## src/rtl/ysyx_25040129_wbu_pkg.sv

```systemverilog
// Shared constants for the write-back stage: CSR map, trap codes, mstatus fields
// and the commit FSM state type.
package ysyx_25040129_wbu_pkg;

    localparam int REGS_DIG = 4;
    localparam int CSR_DIG  = 3;

    localparam logic [CSR_DIG-1:0] CSR_MSTATUS   = 3'd0;
    localparam logic [CSR_DIG-1:0] CSR_MTVEC     = 3'd1;
    localparam logic [CSR_DIG-1:0] CSR_MEPC      = 3'd2;
    localparam logic [CSR_DIG-1:0] CSR_MCAUSE    = 3'd3;
    localparam logic [CSR_DIG-1:0] CSR_MVENDORID = 3'd4;
    localparam logic [CSR_DIG-1:0] CSR_MARCHID   = 3'd5;

    localparam logic [31:0] MCAUSE_ECALL_M = 32'd11;
    localparam logic [31:0] MVENDORID_VAL  = 32'h7973_7978;
    localparam logic [31:0] MARCHID_VAL    = 32'd25040129;
    localparam logic [31:0] MSTATUS_RST    = 32'h0000_1800;

    localparam int MSTATUS_MIE    = 3;
    localparam int MSTATUS_MPIE   = 7;
    localparam int MSTATUS_MPP_LO = 11;
    localparam int MSTATUS_MPP_HI = 12;

    typedef enum logic [1:0] {
        ST_IDLE     = 2'd0,
        ST_FLUSH    = 2'd1,
        ST_REDIRECT = 2'd2
    } wbu_state_e;

    // Only the four trap-related CSRs accept software writes.
    function automatic logic csr_writable(input logic [CSR_DIG-1:0] idx);
        return (idx <= CSR_MCAUSE);
    endfunction

endpackage

```

## src/rtl/ysyx_25040129_csr_file.sv

```systemverilog
// Machine CSR storage with software write port, ecall/mret update port and a
// combinational read mux.
module ysyx_25040129_csr_file
    import ysyx_25040129_wbu_pkg::*;
#(
    parameter logic [31:0] MTVEC_RST = 32'h0000_0000
) (
    input  logic               clk,
    input  logic               rst,
    input  logic               csr_we,
    input  logic [CSR_DIG-1:0] csr_waddr,
    input  logic [31:0]        csr_wdata,
    input  logic               trap_ecall,
    input  logic               trap_mret,
    input  logic [31:0]        trap_pc,
    input  logic [CSR_DIG-1:0] csr_raddr,
    output logic [31:0]        csr_rdata,
    output logic [31:0]        mtvec,
    output logic [31:0]        mepc
);

    logic [31:0] mstatus_r;
    logic [31:0] mtvec_r;
    logic [31:0] mepc_r;
    logic [31:0] mcause_r;

    function automatic logic [31:0] mstatus_on_ecall(input logic [31:0] m);
        logic [31:0] r;
        r               = m;
        r[MSTATUS_MPIE] = m[MSTATUS_MIE];
        r[MSTATUS_MIE]  = 1'b0;
        return r;
    endfunction

    function automatic logic [31:0] mstatus_on_mret(input logic [31:0] m);
        logic [31:0] r;
        r               = m;
        r[MSTATUS_MIE]  = m[MSTATUS_MPIE];
        r[MSTATUS_MPIE] = 1'b1;
        return r;
    endfunction

    // Software writes first; trap updates are later NBAs so they win on the same CSR.
    always_ff @(posedge clk) begin
        if (rst) begin
            mstatus_r <= MSTATUS_RST;
            mtvec_r   <= MTVEC_RST;
            mepc_r    <= 32'h0000_0000;
            mcause_r  <= 32'h0000_0000;
        end else begin
            if (csr_we && csr_writable(csr_waddr)) begin
                case (csr_waddr)
                    CSR_MSTATUS: mstatus_r <= csr_wdata;
                    CSR_MTVEC:   mtvec_r   <= csr_wdata;
                    CSR_MEPC:    mepc_r    <= csr_wdata;
                    CSR_MCAUSE:  mcause_r  <= csr_wdata;
                    default:     ;
                endcase
            end
            if (trap_ecall) begin
                mepc_r    <= trap_pc;
                mcause_r  <= MCAUSE_ECALL_M;
                mstatus_r <= mstatus_on_ecall(mstatus_r);
            end else if (trap_mret) begin
                mstatus_r <= mstatus_on_mret(mstatus_r);
            end
        end
    end

    // Read mux: current register contents, no write bypass.
    always_comb begin
        csr_rdata = 32'h0000_0000;
        case (csr_raddr)
            CSR_MSTATUS:   csr_rdata = mstatus_r;
            CSR_MTVEC:     csr_rdata = mtvec_r;
            CSR_MEPC:      csr_rdata = mepc_r;
            CSR_MCAUSE:    csr_rdata = mcause_r;
            CSR_MVENDORID: csr_rdata = MVENDORID_VAL;
            CSR_MARCHID:   csr_rdata = MARCHID_VAL;
            default:       csr_rdata = 32'h0000_0000;
        endcase
    end

    assign mtvec = mtvec_r;
    assign mepc  = mepc_r;

endmodule

```

## src/rtl/ysyx_25040129_wbu.sv

```systemverilog
// Write-back / commit stage: GPR write port, CSR file, trap side effects,
// fence.i flush sequencing and registered IFU redirects.
module ysyx_25040129_wbu
    import ysyx_25040129_wbu_pkg::*;
#(
    parameter logic [31:0] MTVEC_RST = 32'h0000_0000
) (
    input  logic                clk,
    input  logic                rst,
    input  logic                is_req_valid_from_lsu,
    output logic                is_req_ready_to_lsu,
    input  logic [31:0]         pc_in_wbu,
    input  logic [31:0]         result_in_wbu,
    input  logic [31:0]         branch_target_in_wbu,
    input  logic                reg_write_in_wbu,
    input  logic [REGS_DIG-1:0] rd_in_wbu,
    input  logic                csr_write_in_wbu,
    input  logic [CSR_DIG-1:0]  csr_addr_in_wbu,
    input  logic                ecall_in_wbu,
    input  logic                mret_in_wbu,
    input  logic                is_branch_in_wbu,
    input  logic                fence_i_in_wbu,
    output logic                rf_wen,
    output logic [REGS_DIG-1:0] rf_waddr,
    output logic [31:0]         rf_wdata,
    input  logic [CSR_DIG-1:0]  csr_raddr,
    output logic [31:0]         csr_rdata,
    output logic                fence_i_req,
    input  logic                fence_i_done,
    output logic                redirect_valid,
    output logic [31:0]         redirect_pc,
    input  logic                redirect_ready,
    output logic                retire
);

    wbu_state_e  state_r;
    logic        redirect_valid_r;
    logic        fence_i_req_r;
    logic [31:0] redirect_pc_r;
    logic        fire_s;
    logic [31:0] pc_plus4_s;
    logic [31:0] mtvec_s;
    logic [31:0] mepc_s;

    assign is_req_ready_to_lsu = (state_r == ST_IDLE);
    assign fire_s              = is_req_valid_from_lsu && is_req_ready_to_lsu;
    assign pc_plus4_s          = pc_in_wbu + 32'd4;

    assign rf_wen   = fire_s && reg_write_in_wbu && (rd_in_wbu != {REGS_DIG{1'b0}});
    assign rf_waddr = rd_in_wbu;
    assign rf_wdata = result_in_wbu;
    assign retire   = fire_s;

    ysyx_25040129_csr_file #(
        .MTVEC_RST (MTVEC_RST)
    ) u_csr_file (
        .clk        (clk),
        .rst        (rst),
        .csr_we     (fire_s && csr_write_in_wbu),
        .csr_waddr  (csr_addr_in_wbu),
        .csr_wdata  (result_in_wbu),
        .trap_ecall (fire_s && ecall_in_wbu),
        .trap_mret  (fire_s && mret_in_wbu && !ecall_in_wbu),
        .trap_pc    (pc_in_wbu),
        .csr_raddr  (csr_raddr),
        .csr_rdata  (csr_rdata),
        .mtvec      (mtvec_s),
        .mepc       (mepc_s)
    );

    // Commit FSM: picks the redirect source by priority ecall > mret > fence.i > branch.
    always_ff @(posedge clk) begin
        if (rst) begin
            state_r          <= ST_IDLE;
            redirect_valid_r <= 1'b0;
            fence_i_req_r    <= 1'b0;
            redirect_pc_r    <= 32'h0000_0000;
        end else begin
            case (state_r)
                ST_IDLE: begin
                    if (fire_s) begin
                        if (ecall_in_wbu) begin
                            redirect_pc_r    <= mtvec_s;
                            redirect_valid_r <= 1'b1;
                            state_r          <= ST_REDIRECT;
                        end else if (mret_in_wbu) begin
                            redirect_pc_r    <= mepc_s;
                            redirect_valid_r <= 1'b1;
                            state_r          <= ST_REDIRECT;
                        end else if (fence_i_in_wbu) begin
                            redirect_pc_r    <= pc_plus4_s;
                            fence_i_req_r    <= 1'b1;
                            state_r          <= ST_FLUSH;
                        end else if (is_branch_in_wbu) begin
                            redirect_pc_r    <= branch_target_in_wbu;
                            redirect_valid_r <= 1'b1;
                            state_r          <= ST_REDIRECT;
                        end else begin
                            state_r <= ST_IDLE;
                        end
                    end
                end
                ST_FLUSH: begin
                    if (fence_i_done) begin
                        fence_i_req_r    <= 1'b0;
                        redirect_valid_r <= 1'b1;
                        state_r          <= ST_REDIRECT;
                    end
                end
                ST_REDIRECT: begin
                    if (redirect_ready) begin
                        redirect_valid_r <= 1'b0;
                        state_r          <= ST_IDLE;
                    end
                end
                default: begin
                    redirect_valid_r <= 1'b0;
                    fence_i_req_r    <= 1'b0;
                    state_r          <= ST_IDLE;
                end
            endcase
        end
    end

    assign redirect_valid = redirect_valid_r;
    assign fence_i_req    = fence_i_req_r;
    assign redirect_pc    = redirect_pc_r;

endmodule

```

## config.mk

```make
export PLATFORM = sky130hd
export DESIGN_NAME = ysyx_25040129_wbu
export DESIGN_NICKNAME = d
export VERILOG_FILES = /design/src/rtl/ysyx_25040129_wbu_pkg.sv /design/src/rtl/ysyx_25040129_csr_file.sv /design/src/rtl/ysyx_25040129_wbu.sv
export SDC_FILE = /design/constraint.sdc
export NUM_CORES = 1
export LEC_CHECK = 0
export BUFFER_PORTS_ARGS = -buffer_cell sky130_fd_sc_hd__clkbuf_2
export CAP_MARGIN = 40
export CORE_MARGIN = 2
export CORE_UTILIZATION = 56
export CTS_BUF_LIST = sky130_fd_sc_hd__clkbuf_2
export CTS_CLUSTER_DIAMETER = 60
export DETAILED_ROUTE_END_ITERATION = 8
export PLACE_DENSITY_LB_ADDON = 0.2
export SLEW_MARGIN = 20
export SYNTH_ARGS = -nofsm -noshare
export SYNTH_HDL_FRONTEND = slang
export SYNTH_HIERARCHICAL = 1
export SYNTH_SLANG_ARGS = --single-unit
export TNS_END_PERCENT = 1
```

## constraint.sdc

```tcl
create_clock -name clk -period 2.4 [get_ports clk]
set_input_delay 0.24 -clock clk [delete_from_list [all_inputs] [get_ports clk]]
set_output_delay 0.24 -clock clk [all_outputs]
set_load 0.02 [all_outputs]
```

[Yosys cells after proc, flatten, opt, wreduce, memory -nomap -nowiden]
Cells that the tools add are included.
Storage, ports and cells
  logic and storage cells: 104
  register bits: 164
  input bits: 117
Cells by class
  mux-type cells: 37
  bitwise operators: 3
  order comparisons: 1
  add/sub/neg operators: 1
  reduce and logical (&&, ||, !) cells: 33
  eq/ne operators: 18
Operators by type and width (count)
  $mux 32: 7
  $pmux 32 s6: 1
  $add 32x3->32 const B: 1
  $mux 8: 4
  $mux 2: 7
  $eq 3x2->1 const B: 4
  $mux 1: 12
  $mux 4: 3
  $reduce_and 2->1: 6
  $reduce_bool 2->1: 5
  $logic_and 1x1->1: 8
  $ne 2x2->1 const B: 4
  $reduce_bool 4->1: 2
  $eq 3x1->1 const B: 2
  $eq 3x3->1 const B: 2
  $logic_not 3->1: 2
  $pmux 1 s3: 2
  $pmux 2 s3: 1
  $reduce_and 3->1: 2
  $reduce_and 6->1: 1
  $reduce_bool 3->1: 2
  $reduce_and 5->1: 1
  $ne 2x1->1 const B: 2
  $ne 4x1->1 const B: 1
  other kinds (9): 11

[Depth between registers and ports, before layout]
Gate-level depths: netlist of the first run.
  word-level depth: 7
  mapped depth: 9

[Modules after synthesis]
Netlist of the first run, hierarchy kept.
Modules (own cells, without submodules)
  ysyx_25040129_csr_file: cells each 749, instances 1, area each 6540.0 um^2
  ysyx_25040129_wbu: cells each 429, instances 1, area each 3119.2 um^2

[Least setup slack after synthesis of the first run]
Ideal clock, no wire load.
  kind: input port to flip-flop
  start point: input port ecall_in_wbu
  end point: register u_csr_file.mstatus_r[7]
  setup time: 0.079 ns
  setup slack: 0.377 ns
  arrival time: 1.944 ns
  path buffers: 4
  data required time: 2.321 ns
  cell stages on the path: 9
  cell sequence: inv_1 -> clkbuf_1 -> clkbuf_1 -> nor2_1 -> buf_6 -> or2_1 -> clkbuf_1 -> or4b_1 -> o211ai_1
On the way
  longest elaborated chain between the ends: 4
  elaborated cells between the ends (all ways): 8
  those cells by class: 2 x mux; 6 x reduce/logical
RTL lines
  start, declared: line ysyx_25040129_wbu.sv:19  | input logic ecall_in_wbu,
  $logic_not 1->1: line ysyx_25040129_wbu.sv:63  | .trap_mret (fire_s && mret_in_wbu && !ecall_in_wbu),
  $logic_and 1x1->1: line ysyx_25040129_wbu.sv:63
  $reduce_bool 3->1 (no source line) / $mux 8 (equally long branches)
  $reduce_and 2->1 (no source line) / $mux 8 (equally long branches)
  end signal, assigned: line ysyx_25040129_csr_file.sv:53  | CSR_MSTATUS: mstatus_r <= csr_wdata;
  end signal, assigned: line ysyx_25040129_csr_file.sv:63  | mstatus_r <= mstatus_on_ecall(mstatus_r);
  end signal, assigned: line ysyx_25040129_csr_file.sv:65  | mstatus_r <= mstatus_on_mret(mstatus_r);
  end, declared: line ysyx_25040129_csr_file.sv:22  | logic [31:0] mstatus_r;
Parallel ways exist; a longest one is shown, timed or not.
A chain may end at the register's enable or synchronous reset.

[Final worst setup path of the first run]
  start point: register state_r[0]
  end point: output port retire
On the way
  longest elaborated chain between the ends: 2
RTL lines
  start, declared: line ysyx_25040129_wbu.sv:36  | wbu_state_e state_r;
  start signal, assigned: line ysyx_25040129_wbu.sv:74  | state_r <= ST_IDLE;
  start signal, assigned: line ysyx_25040129_wbu.sv:85  | state_r <= ST_REDIRECT;
  start signal, assigned: line ysyx_25040129_wbu.sv:89  | state_r <= ST_REDIRECT;
  $logic_not 2->1: line ysyx_25040129_wbu.sv:45  | assign is_req_ready_to_lsu = (state_r == ST_IDLE);
  $logic_and 1x1->1: line ysyx_25040129_wbu.sv:46  | assign fire_s = is_req_valid_from_lsu && is_req_ready_to_lsu;
  end, declared: line ysyx_25040129_wbu.sv:33  | output logic retire
Every way passes these cells.

==> results.py, run 1 <==
metrics = {
    "timing": {
        "finalSetupViolCount": 0,
        "layout_min_cycle_time_ns": 2.27,
        "timing.final.hold_violations": 0,
        "timing.final.max_slew_violations": 0,
        "fin_crit_sh": 0.948,
        "max_freq_ghz": 0.440,
        "clock_skew_ns": 0.0159,
        "finalSetupTns_ns": 0,
        "rsz0062_at_grt": "no",
        "worst_pin_slew_ns": 0.704,
        "maxSlewHeadroom": 0.531,
    },
    "placement": {
        "dp_hpwl_um": 23600,
        "io_buffers": 221,
        "place_inst": 1532,
        "place_area_um2": 10700,
        "gp_congestion": 0.949,
    },
    "synthesis": {
        "yosysSeqAreaShare": 0.340,
        "synth_nets": 1296,
        "synth_area_per_cell_um2": 8.20,
        "ys_warn_count": 6,
        "async_reset_ff_frac": 0,
        "synth_edf_count": 0,
        "synth_area_um2": 9660,
        "synth_cell_type_count": 70,
        "synth-main-ff-cell": "dfxtp_1",
        "synth_seq_cells": 164,
        "synth_cells": 1178,
    },
    "drt": {
        "dr.pass1.iters": 8,
        "drt_iter0_drc": 1458,
        "ant_nets": 0,
        "vias_per_cell": 6.15,
        "route.detailed.drc": 0,
        "finalWirelength_um": 33500,
        "wl_per_cell_um": 20.1,
        "vias": 10257,
    },
    "setup_path": {
        "startpoint": "state_r[0]",
        "start_kind": "register",
        "crit_path_end_kind": "output pin",
        "ff2ff_setup_slack_ns": 0.13,
        "rr_startpoint": "state_r[0]",
        "cp_max_fo": 8,
        "worstPathArrival_ns": 2.03,
        "regToRegEndpoint": "redirect_pc[12]",
        "reg2regPathDepth": 6,
        "cp.required_ns": 2.16,
        "crit_end": "retire",
        "path_class": "register to output pin",
    },
    "clock_tree": {
        "htreeDepth": 4,
        "cts_buffers": 17,
        "clkSinkCount": 164,
        "clockBufferDepth": 2,
        "cts-root-buf": "clkbuf_2",
        "worst_skew_pair.late_latency_ns": 0.77,
        "path_clk_slew_ns": 0.25,
        "cts_tree": "built",
    },
    "layout": {
        "area_growth_syn_to_layout_pct": 24.5,
        "layout.nets": 1546,
        "final_area_um2": 12000,
        "drive_gt1_frac": 0.256,
        "fin_cells": 1668,
        "final_common_cell": "clkbuf_2",
        "nFillCells": 1369,
        "layout_common_cells": "237 x clkbuf_2, 162 x dfxtp_1, 159 x nand2_1",
    },
    "power": {
        "p_leak_nw": 4.68,
        "ir_drop_v": 0.000300,
        "power.total_mw": 6.11,
        "p_per_area_nw_per_um2": 508,
    },
    "global_route": {
        "gr-usage-all-layers": 0.361,
        "grt_max_degree": 69,
        "antenna_found_initial": 2,
        "grt_pass1_wl_um": 51100,
        "first_global_vias": 9105,
        "grt_overflow": 0,
    },
    "floorplan": {
        "coreArea_um2": 17100,
        "die_w_um": 135,
        "die_area_um2": 18300,
        "rows": 48,
        "dieHeight_um": 135,
        "initial_utilization": 0.566,
        "io_pins": 222,
    },
    "hold_path": {
        "hold_path_class": "input pin to register",
    },
    "outcome": {
        "status": "completed",
    },
    "job": {
        "max_cap_violations": 0,
    },
}
## flip-flops by register name, indices dropped and copies added, names as in the netlist
| name | count |
|---|---|
| u_csr_file/mstatus_r | 32 |
| redirect_valid | 1 |
| redirect_pc | 32 |
| fence_i_req | 1 |
| u_csr_file/mepc | 32 |
| state_r | 2 |
| u_csr_file/mcause_r | 32 |
| u_csr_file/mtvec | 32 |
## area by class of cell
type                    instances  area [um2]  area share
diodes                          2        5.00    0.000416
clock buffers                  17        85.1     0.00707
flip-flops and latches        164        3290       0.273
well taps                     225         282      0.0234
repair buffers                370        2550       0.212
inverters                      40         154      0.0128
clock inverters                15         204      0.0170
multi-input cells             835        5470       0.455
## per-layer routing
layer / up-vias / routed length [um] / GRT usage
met4: 0 / 792 / 0.106
met3: 72 / 4110 / 0.0958
met2: 700 / 14200 / 0.521
li1: 4698 / - / -
met5: - / 0 / 0
met1: 4787 / 14400 / 0.529
## where the power goes
| group | switching [mW] | leakage, nW | total, mW | internal (mW) |
|---|---|---|---|---|
| combinational | 0.826 | 3.18 | 1.41 | 0.582 |
| sequential | 0.111 | 1.33 | 2.95 | 2.84 |
| clock | 1.06 | 0.159 | 1.76 | 0.694 |
| total | 2.00 | 4.68 | 6.11 | 4.12 |
## logic make-up after synthesis
logic type	share of synthesized area
AND/OR/NAND/NOR	0.245
AO/OA/AOI/OAI	0.209
buffers and inverters	0.0983
flip-flops	0.340
multiplexers	0.0887
XOR/XNOR	0.0181
adder cells (fa/ha/maj)	0.00130
## synth_stat cells, types with 4 or more instances
cell,number,share of area
a2111oi_2,32,0.050
a211o_1,4,0.0036
a211oi_1,13,0.010
a21oi_1,92,0.048
a221oi_1,15,0.014
a22oi_1,17,0.013
a311oi_1,5,0.0045
a31oi_1,6,0.0039
and3_1,6,0.0039
buf_2,30,0.016
buf_4,41,0.032
buf_6,5,0.0058
clkbuf_1,59,0.023
dfxtp_1,164,0.34
inv_1,40,0.016
mux2_2,11,0.013
mux2i_1,53,0.055
mux4_2,9,0.021
nand2_1,159,0.062
nand2b_1,62,0.040
nand3_1,17,0.0088
nand3b_1,9,0.0070
nand4_1,9,0.0058
nor2_1,48,0.019
nor2b_1,24,0.016
nor3_1,91,0.047
nor4_1,8,0.0052
o211ai_1,5,0.0039
o21ai_0,44,0.023
o221ai_1,8,0.0073
o22ai_1,14,0.0091
or3_1,4,0.0026
xnor2_1,7,0.0063
xor2_1,13,0.012
## worst min-delay path by stage
stage	to	start	slack, ns	cells past startpoint
global placement	u_csr_file/mcause_r[19]	u_csr_file/mcause_r[19]	0.44	2
detailed placement	u_csr_file/mcause_r[19]	u_csr_file/mcause_r[19]	0.45	2
global route	redirect_pc[20]	branch_target_in_wbu[20]	0.03	5
finish	redirect_pc[22]	branch_target_in_wbu[22]	0.07	6
CTS	redirect_pc[20]	branch_target_in_wbu[20]	0.008	5
floorplan	u_csr_file/mcause_r[10]	result_in_wbu[10]	0.38	2
## metrics by stage
stage               worst slack (ns)  hold slack (ns)   util
CTS                           0.0310          0.00797  0.704
global placement               0.373            0.438  0.628
finish                         0.126           0.0694  0.705
floorplan                      0.377            0.376      -
global route                 0.00474           0.0290  0.705
detailed placement             0.296            0.447  0.628
## critical path, cell delays in order, from the launching register on
cell	delay, ns
dfxtp_2	0.41
or3b_4	0.48
clkinvlp_4	0.18
clkbuf_2	0.20
## repair_timing
action	CTS	global route
setup buffers	0	1
gates resized for setup	1	3
hold buffers	101	0
gates cloned	0	0
endpoints found under the hold margin	161	0
endpoints found under the setup margin	1	2
pin swaps	0	1
No activity file was read; power rests on OpenSTA's default activity.
==> run 2: changes to the inputs <==
--- a/config.mk
+++ b/config.mk
@@ -5,14 +5,14 @@
 export SDC_FILE = /design/constraint.sdc
 export NUM_CORES = 1
 export LEC_CHECK = 0
-export BUFFER_PORTS_ARGS = -buffer_cell sky130_fd_sc_hd__clkbuf_2
+export BUFFER_PORTS_ARGS = -buffer_cell sky130_fd_sc_hd__buf_4
 export CAP_MARGIN = 40
 export CORE_MARGIN = 2
 export CORE_UTILIZATION = 56
 export CTS_BUF_LIST = sky130_fd_sc_hd__clkbuf_2
 export CTS_CLUSTER_DIAMETER = 60
 export DETAILED_ROUTE_END_ITERATION = 8
-export PLACE_DENSITY_LB_ADDON = 0.2
+export PLACE_DENSITY = 0.82
 export SLEW_MARGIN = 20
 export SYNTH_ARGS = -nofsm -noshare
 export SYNTH_HDL_FRONTEND = slang
==> run 2 against run 1 <==
  * Sequential cell count did not move
  * Count of clock-buffer cells in the layout rose by 3
  * Largest power group unchanged
  * Cell area rose by 2.6%
  * Sequential power barely moved
  * Critical endpoint unchanged
  * Core utilization rose by 1.8 points
  * Clock power fell by 11%
==> results.py, run 2 (synthesized netlist as in run 1, its figures left out) <==
metrics = {
    "drt": {
        "vias": 10334,
        "vias_per_cell": 6.27,
        "route.detailed.drc": 0,
        "dr.pass1.iters": 9,
        "finalWirelength_um": 34200,
        "drt_iter0_drc": 1537,
        "wl_per_cell_um": 20.8,
        "ant_nets": 0,
    },
    "global_route": {
        "gr-usage-all-layers": 0.365,
        "grt_max_degree": 66,
        "grt_overflow": 0,
        "antenna_found_initial": 0,
        "first_global_vias": 9401,
        "grt_pass1_wl_um": 51700,
    },
    "timing": {
        "fin_crit_sh": 0.957,
        "maxSlewHeadroom": 0.544,
        "clock_skew_ns": 0.0260,
        "hold_slack_ns": 0.0549,
        "finalSetupViolCount": 0,
        "max_freq_ghz": 0.435,
        "finalSetupTns_ns": 0,
        "timing.final.max_slew_violations": 0,
        "timing.final.hold_violations": 0,
        "layout_min_cycle_time_ns": 2.30,
        "rsz0062_at_grt": "no",
        "worst_pin_slew_ns": 0.682,
    },
    "floorplan": {
        "die_w_um": 135,
        "initial_utilization": 0.566,
        "io_pins": 222,
        "die_area_um2": 18300,
        "rows": 48,
        "dieHeight_um": 135,
        "coreArea_um2": 17100,
    },
    "layout": {
        "drive_gt1_frac": 0.248,
        "layout.nets": 1527,
        "area_growth_syn_to_layout_pct": 27.8,
        "final_common_cell": "buf_4",
        "nFillCells": 1311,
        "fin_cells": 1647,
        "final_area_um2": 12300,
        "num_antenna_cells": 0,
        "layout_common_cells": "254 x buf_4, 164 x dfxtp_1, 159 x nand2_1",
    },
    "setup_path": {
        "worstPathArrival_ns": 2.06,
        "ff2ff_setup_slack_ns": 0.16,
        "cp.required_ns": 2.16,
        "start_kind": "register",
        "cp_max_fo": 13,
        "crit_path_end_kind": "output pin",
        "path_class": "register to output pin",
    },
    "outcome": {
        "status": "completed",
    },
    "hold_path": {
        "hold_path_class": "input pin to register",
    },
    "clock_tree": {
        "cts_buffers": 17,
        "cts_tree": "built",
        "htreeDepth": 4,
        "clockBufferDepth": 2,
        "clkSinkCount": 164,
        "path_clk_slew_ns": 0.23,
        "worst_skew_pair.late_latency_ns": 0.74,
        "cts-root-buf": "clkbuf_2",
    },
    "placement": {
        "dp_hpwl_um": 23900,
        "place_inst": 1522,
        "io_buffers": 221,
        "gp_congestion": 0.975,
        "place_area_um2": 11200,
    },
    "power": {
        "ir_drop_v": 0.000293,
        "power.total_mw": 6.02,
        "p_leak_nw": 4.72,
        "p_per_area_nw_per_um2": 487,
    },
    "job": {
        "max_cap_violations": 0,
    },
}
## run 2: power by group
| part | internal (mW) | total [mW] | switching (mW) |
|---|---|---|---|
| clock | 0.578 | 1.56 | 0.978 |
| sequential | 2.84 | 2.95 | 0.115 |
| combinational | 0.670 | 1.51 | 0.838 |
| total | 4.08 | 6.02 | 1.93 |
## run 2: routing by layer
| layer | wire (um) | share of wire | vias to the layer above | global-route usage |
|---|---|---|---|---|
| li1 | - | - | 4649 | - |
| met1 | 14000 | 0.41 | 4786 | 0.511 |
| met2 | 14900 | 0.43 | 774 | 0.552 |
| met3 | 4300 | 0.13 | 125 | 0.0950 |
| met4 | 1070 | 0.031 | 0 | 0.115 |
| met5 | 0 | 0 | - | 0 |
## run 2: what timing repair did
| action | CTS | global route |
|---|---|---|
| hold endpoints to repair | 164 | 0 |
| resized for setup | 0 | 1 |
| setup buffers | 0 | 0 |
| hold buffers | 93 | 0 |
| endpoints found under the setup margin | 0 | 1 |
## run 2: path summary, 6_finish.rpt
path	from	end	cells past startpoint
worst max-delay path	state_r[1]	retire	3
worst min-delay path	branch_target_in_wbu[18]	redirect_pc[18]	5
worst max register to register	state_r[0]	u_csr_file/mstatus_r[12]	6
worst min register to register	u_csr_file/mcause_r[9]	u_csr_file/mcause_r[9]	2
## run 2: critical path: stages, from the launching register on
cell and delay, ns:
dfxtp_1 0.41, or3b_4 0.54, clkinvlp_4 0.19, buf_4 0.16
## run 2: area by class of cell
| cell class | count | area, um2 | area share |
|---|---|---|---|
| clock inverters | 12 | 136 | 0.0111 |
| multi-input cells | 835 | 5470 | 0.443 |
| clock buffers | 20 | 100 | 0.00811 |
| well taps | 225 | 282 | 0.0228 |
| inverters | 40 | 154 | 0.0125 |
| flip-flops and latches | 164 | 3280 | 0.266 |
| repair buffers | 351 | 2920 | 0.236 |
## run 2: per-stage QoR
stage                util  setup WS, ns
CTS                 0.723        0.0103
global route        0.724       0.00860
global placement    0.655         0.376
finish              0.724         0.103
detailed placement  0.655         0.347
floorplan               -         0.377
